--- config.mk ---
export PLATFORM = sky130hd
export DESIGN_NAME = register_file_nr_1w_be_ff
export DESIGN_NICKNAME = d
export VERILOG_FILES = /design/src/rtl/register_file_nr_1w_be_ff.sv
export SDC_FILE = /design/constraint.sdc
export NUM_CORES = 2
export LEC_CHECK = 0
export BUFFER_PORTS_ARGS = -buffer_cell sky130_fd_sc_hd__buf_4
export CAP_MARGIN = 20
export CORE_MARGIN = 1.5
export CORE_UTILIZATION = 52
export CTS_CLUSTER_SIZE = 28
export DETAILED_ROUTE_END_ITERATION = 12
export GPL_TIMING_DRIVEN = 0
export MAX_ROUTING_LAYER = met4
export PLACE_DENSITY = 0.68
export SLEW_MARGIN = 25
export SYNTH_ARGS = -nofsm -noshare
export SYNTH_HDL_FRONTEND = slang
export SYNTH_SLANG_ARGS = --single-unit
export TNS_END_PERCENT = 100
--- constraint.sdc ---
create_clock -name clk -period 2.75 [get_ports clk]
set_input_delay 0.55 -clock clk [delete_from_list [all_inputs] [get_ports clk]]
set_output_delay 0.55 -clock clk [all_outputs]
set_load 0.02 [all_outputs]
--- src/rtl/register_file_nr_1w_be_ff.sv ---
// Flip-flop register file: N_READ registered-address read ports, one byte-enabled
// write port, and a sequencer that sweeps every word to a programmable value.
module register_file_nr_1w_be_ff #(
  parameter int unsigned ADDR_WIDTH = 5,
  parameter int unsigned DATA_WIDTH = 32,
  parameter int unsigned N_READ     = 2
) (
  input  logic                         clk,
  input  logic                         rst_n,
  input  logic [N_READ-1:0]            ReadEnable,
  input  logic [N_READ*ADDR_WIDTH-1:0] ReadAddr,
  output logic [N_READ*DATA_WIDTH-1:0] ReadData,
  input  logic                         WriteEnable,
  input  logic [ADDR_WIDTH-1:0]        WriteAddr,
  input  logic [DATA_WIDTH-1:0]        WriteData,
  input  logic [DATA_WIDTH/8-1:0]      WriteBE,
  input  logic                         InitReq,
  input  logic [DATA_WIDTH-1:0]        InitData,
  output logic                         InitBusy
);

  localparam int unsigned NUM_WORDS = 2**ADDR_WIDTH;
  localparam int unsigned NB        = DATA_WIDTH/8;

  typedef enum logic {IDLE, INIT} state_t;

  state_t                  state_q, state_d;
  logic [ADDR_WIDTH-1:0]   cnt_q, cnt_d;
  logic [DATA_WIDTH-1:0]   init_data_q, init_data_d;
  logic [DATA_WIDTH-1:0]   mem_q [NUM_WORDS];
  logic [ADDR_WIDTH-1:0]   raddr_q [N_READ];

  logic                    wr_en;
  logic [ADDR_WIDTH-1:0]   wr_addr;
  logic [DATA_WIDTH-1:0]   wr_data;
  logic [NB-1:0]           wr_be;

  always_ff @(posedge clk or negedge rst_n) begin
    if (!rst_n) begin
      state_q     <= IDLE;
      cnt_q       <= '0;
      init_data_q <= '0;
    end else begin
      state_q     <= state_d;
      cnt_q       <= cnt_d;
      init_data_q <= init_data_d;
    end
  end

  // The sweep owns the write port while busy, so external writes simply drop.
  always_comb begin
    state_d     = state_q;
    cnt_d       = cnt_q;
    init_data_d = init_data_q;
    wr_en       = WriteEnable;
    wr_addr     = WriteAddr;
    wr_data     = WriteData;
    wr_be       = WriteBE;
    unique case (state_q)
      IDLE: begin
        if (InitReq) begin
          state_d     = INIT;
          cnt_d       = '0;
          init_data_d = InitData;
        end
      end
      INIT: begin
        wr_en   = 1'b1;
        wr_addr = cnt_q;
        wr_data = init_data_q;
        wr_be   = '1;
        if (&cnt_q) state_d = IDLE;
        else        cnt_d   = cnt_q + ADDR_WIDTH'(1);
      end
      default: state_d = IDLE;
    endcase
  end

  assign InitBusy = (state_q == INIT);

  always_ff @(posedge clk or negedge rst_n) begin
    if (!rst_n) begin
      for (int unsigned w = 0; w < NUM_WORDS; w++) mem_q[w] <= '0;
    end else if (wr_en) begin
      for (int unsigned b = 0; b < NB; b++) begin
        if (wr_be[b]) mem_q[wr_addr][8*b +: 8] <= wr_data[8*b +: 8];
      end
    end
  end

  always_ff @(posedge clk or negedge rst_n) begin
    if (!rst_n) begin
      for (int unsigned p = 0; p < N_READ; p++) raddr_q[p] <= '0;
    end else begin
      for (int unsigned p = 0; p < N_READ; p++) begin
        if (ReadEnable[p]) raddr_q[p] <= ReadAddr[p*ADDR_WIDTH +: ADDR_WIDTH];
      end
    end
  end

  for (genvar p = 0; p < N_READ; p++) begin : g_rd
    assign ReadData[p*DATA_WIDTH +: DATA_WIDTH] = mem_q[raddr_q[p]];
  end

endmodule

* After elaboration in Yosys (flattened, before gate mapping)
Index checks and enable logic that the tools add are counted.
** Word-level totals
- Register bits after elaboration :: 1072
- Output and inout bits :: 65
- Word-level logic and storage cells :: 87
- Bits of input ports :: 89
** Operators by class
- Reduce and logical (&&, ||, !) cells :: 4
- Eq/ne operators :: 2
- Multiplexer cells :: 35
- Bitwise logic cells :: 4
- Magnitude comparators :: 4
- $add $sub $neg :: 1
** Operator list (number)
- 1024-bit two-way mux :: 7
- 1024-bit bitwise mux :: 4
- 32-bit demux with 5-bit select :: 4
- 32-bit binary-select mux with 5-bit select :: 2
- 32-bit two-way mux :: 6
- 24-bit two-way mux :: 1
- 6-bit >= comparator, second input constant :: 3
- 5-bit inverter with 6-bit output :: 3
- 16-bit two-way mux :: 1
- 5-bit two-way mux :: 3
- 5-bit case mux with 2 select lines :: 1
- 8-bit two-way mux :: 1
- 6-bit by 1-bit < comparator with 1-bit output, second input constant :: 1
- 5-bit by 1-bit adder with 5-bit output, second input constant :: 1
- 5-bit AND reduction :: 1
- 4-bit two-way mux :: 1
- 2-bit != test, second input constant :: 2
- 2-bit AND reduction :: 2
- 1-bit two-way mux :: 3
- 1-bit case mux with 2 select lines :: 1
- 1-bit logical AND :: 1
- 1-bit inverter :: 1

* Depth between registers and ports, before layout
- Depth after elaboration :: 17
- Mapped depth :: 10
- Depth with buffers taken out :: 7

* Worst setup path after synthesis
No wires, ideal clock.
- Path type :: reg-to-output
- Start point :: register raddr_q[1] in the netlist's numbering
- End point :: output ReadData[34]
- Cell stages (with the launch flop) :: 8
- Data arrival time :: 1805 ps
- Data required time :: 2200 ps
- Buffers on the path :: 3
- Path slack :: 395 ps
- Path through :: dfrtp_1 -> buf_2 -> clkbuf_1 -> clkbuf_1 -> mux2i_1 -> a22oi_1 -> a31oi_1 -> nand3_1
** On the way
- Word-level cells in the longest chain between the ends :: 4
** RTL lines
- start: declaration :: RTL line 31 : logic [ADDR_WIDTH-1:0] raddr_q [N_READ];
- start signal: indexed assignment :: RTL line 96 : if (ReadEnable[p]) raddr_q[p] <= ReadAddr[p*ADDR_WIDTH +: ADDR_WIDTH];
- 5-bit inverter with 6-bit output (not written as such) :: RTL line 102 : assign ReadData[p*DATA_WIDTH +: DATA_WIDTH] = mem_q[raddr_q[p]];
- 32-bit binary-select mux with 5-bit select :: RTL line 102
- 32-bit two-way mux (not written as such) (2 in series) :: RTL line 102
- end: declaration :: RTL line 12 : output logic [N_READ*DATA_WIDTH-1:0] ReadData,
Every way passes these cells. The select of a mux whose other input is x is not followed.

* Worst setup path after layout
- Start point :: register raddr_q[1] in the netlist's numbering
- End point :: output ReadData[54]
The elaborated chain is that of the path after synthesis.

==> impl_results.md <==
- Synth Flop Type: dfrtp_1
- CTS tree: yes
- Maximum fanout along the worst path: 10
- Port bufs: 153
- Multi-input gate area: 30,900 um2
- Drt initial violations: 7,827
- Final Critical Period: 3520 ps
- Pre-antenna DRT Iters: 6
- Die X-Extent: 333 um
- Pwr Total: 80,000 uW
- Seq/Total Area, Yosys: 0.474
- DRC Markers: 0
- Register Area: 26,800 um2
- Clk slew on worst S/H paths: 60 ps
- Synth async-reset ratio: 1.00
- Post-synth EDFFs: 0
- Initial Util: 0.526
- Die Ht: 333 um
- Status: finished with violations
- Largest net degree at the start of global routing: 136
- CP bufs+invs: 4
- Layout area overhead: 25.7%
- DRT Wirelength: 268 mm
- HPWL after detailed placement: 195 mm
- Clk buf depth: 3
- Synth cell count leaders: nand2_1 (1,195), dfrtp_1 (1,072), mux2i_1 (1,056)
- Routed wire per std cell: 34.1 um
- Worst rel slew slack: 0.420
- Worst path arrival time: 2970 ps
- Layout net count: 6,403
- Util after Layout: 0.661
- Top cell type's share of synthesized area: 0.474
- Tcrit/Tclk final: 1.28
- CP Class: register to primary output
- Crit path cell chain: buf_8 > clkbuf_8 > buf_12 > mux2i_1 > a22o_1 > nor3_4 > a31oi_4 > nand3_2 > buf_6
- Via count: 52,927
- Violated checks: setup timing
- Initial antenna violation count: 21
- Pwr Density: 1130 nW/um2
- IO Pins: 154
- H-tree depth reported by CTS: 3
- Via-to-Cell Ratio: 6.75
- Distinct cells, synth: 49
- Mapped Nets: 6,054
- Routability cong.: 1.09
- Cell taking the most area after synthesis: dfrtp_1
- Vias in the first global route: 49,794
- Worst Path Required: 2200 ps
- Pins Over Slew Limit: 0
- CTS sink count: 1,072
- Worst hold path type: primary input to register
- Clock skew: 30.7 ps
- Lkg Pwr: 0.0325 uW
- Routed Antenna Nets: 0
- Clk root buf: clkbuf_16
- Filler cell count: 8,758
- DIE AREA: 111,000 um2
- Pre-CTS WS: -1790 ps
- Peak supply drop: 0.916 mV
- Synth Cell Area: 56,600 um2
- Total global-route track usage: 0.485
- Final Hold Vio Count: 0
- Count of final setup violators: 83
- Delay of the slowest critical-path stage: 400 ps
- Core ar.: 108,000 um2
- YS warnings: 0
- Area contributors post-synth: dfrtp_1 (47%), mux2i_1 (19%), nand2_1 (7.9%), o21ai_0 (7.7%), a21oi_1 (2.8%)
- Rows: 120
- First-pass GRT wire length: 368 mm
- Actual slew at the worst max-slew pin: 854 ps
- Most common cell in the synthesized netlist: nand2_1
- Total of max-cap violations: 0
- Yosys reg bits: 1,072
- Delay-heaviest family, CP: buffers and inverters
- Crit. End Element: primary output
- Ratio of cells with drive above 1 in the final layout: 0.223
- Cells after Synth: 5,963
- RSZ-0062 raised after global routing: yes
- Worst skew pair latency: 760 ps
- Max frequency: 284 MHz
- Crit path max-delay cell type: dfrtp_2
- PnR worst setup slack: -765 ps
- CTS buffer count: 118
- Synth Area per Inst: 9.49 um2
- Total gr overflow: 0
- CP startpoint kind: register
-- what timing repair did --
action | in CTS | in global routing
hold buffers | 2 | 0
cloned | 4 | 6
buffers inserted | 5 | 48
setup endpoints to repair | 975 | 1118
gates resized for setup | 1104 | 452
endpoints found under the hold margin | 56 | 0
pin swaps | 85 | 106
-- metrics by stage --
stage                     setup TNS, ps  instance area, um2  cells  hold WS [ps]
final                            -43100               71100   7838          30.3
after global routing             -41300               71100   7835          42.1
after CTS                       -243530               68800   7767          26.2
after detailed placement        -341470               60000   7536           448
after global placement                -               59500   7519           483
after floorplan                       0               56600   5963           254
-- state kept, by name, summed over array words and instances (netlist names) --
register and cells:
init_data_q 32, cnt_q 5, raddr_q 10, InitBusy 1, mem_q 1024
-- final cells by class --
cell class / instances / area share
multi-input cells: 4377 / 0.435
flip-flops and latches: 1072 / 0.377
plain buffers: 506 / 0.0673
clock buffers: 166 / 0.0479
repair buffers: 235 / 0.0372
well taps: 1403 / 0.0247
clock inverters: 55 / 0.00959
diodes: 22 / 0.000774
inverters: 2 / 0.000106
-- layer usage --
metal / track usage / routed length, um / vias to the layer above / share of wire
met3: 0.182 / 37600 / 1008 / 0.14
met5: - / 0 / - / 0
met2: 0.651 / 108000 / 3805 / 0.41
li1: - / - / 21886 / -
met1: 0.595 / 98100 / 26228 / 0.37
met4: 0.346 / 23600 / 0 / 0.088
-- power breakdown --
part           switching (uW)  internal [uW]
clock network            7100           9920
registers                6230          22700
logic                   22000          12100
-- cells in the final DEF (no fill, tap or decap), drive strengths merged, types with 2 or more instances in the layout --
| cell type | n |
|---|---|
| inv | 5 |
| and3b | 3 |
| o21ai | 901 |
| clkinv | 26 |
| or3b | 2 |
| ha | 2 |
| nor2b | 6 |
| bufinv | 14 |
| nand3 | 194 |
| nand2b | 5 |
| o2bb2a | 2 |
| clkinvlp | 12 |
| or2 | 2 |
| diode | 22 |
| nor3 | 66 |
| nor2 | 132 |
| a21o | 3 |
| a21oi | 320 |
| a22o | 133 |
| a2bb2oi | 6 |
| a22oi | 196 |
| o22a | 4 |
| and2 | 18 |
| mux2 | 42 |
| mux2i | 1056 |
| dfrtp | 1072 |
| a31oi | 64 |
| nor3b | 5 |
| nand2 | 1205 |
| nand3b | 6 |
| clkbuf | 405 |
| buf | 501 |
-- path summary, 6_finish.rpt --
| path | cells past startpoint | end | start | slack, ps |
|---|---|---|---|---|
| max | 9 | ReadData[54] | raddr_q[1] | -770 |
| min | 2 | init_data_q[29] | InitData[29] | 30 |
| max reg2reg | 6 | mem_q[731] | InitBusy | -60 |
| min reg2reg | 2 | mem_q[809] | mem_q[809] | 500 |
| max in group asynchronous | 6 | mem_q[583] | rst_n | 440 |
| min in group asynchronous | 3 | init_data_q[5] | rst_n | 460 |
-- logic make-up (layout without fill, tap and decap cells) --
kind of cell               Yosys count  after routing  synth area share
AOI/OAI and AO/OA                 1630           1630             0.166
other                                0             22                 0
DFF                               1072           1072             0.474
buffers and inverters              514            964            0.0437
adders and majority gates            2              2          0.000442
and+or+nand+nor                   1647           1647             0.120
muxes                             1098           1098             0.195
(Power assumes the default switching activity.)
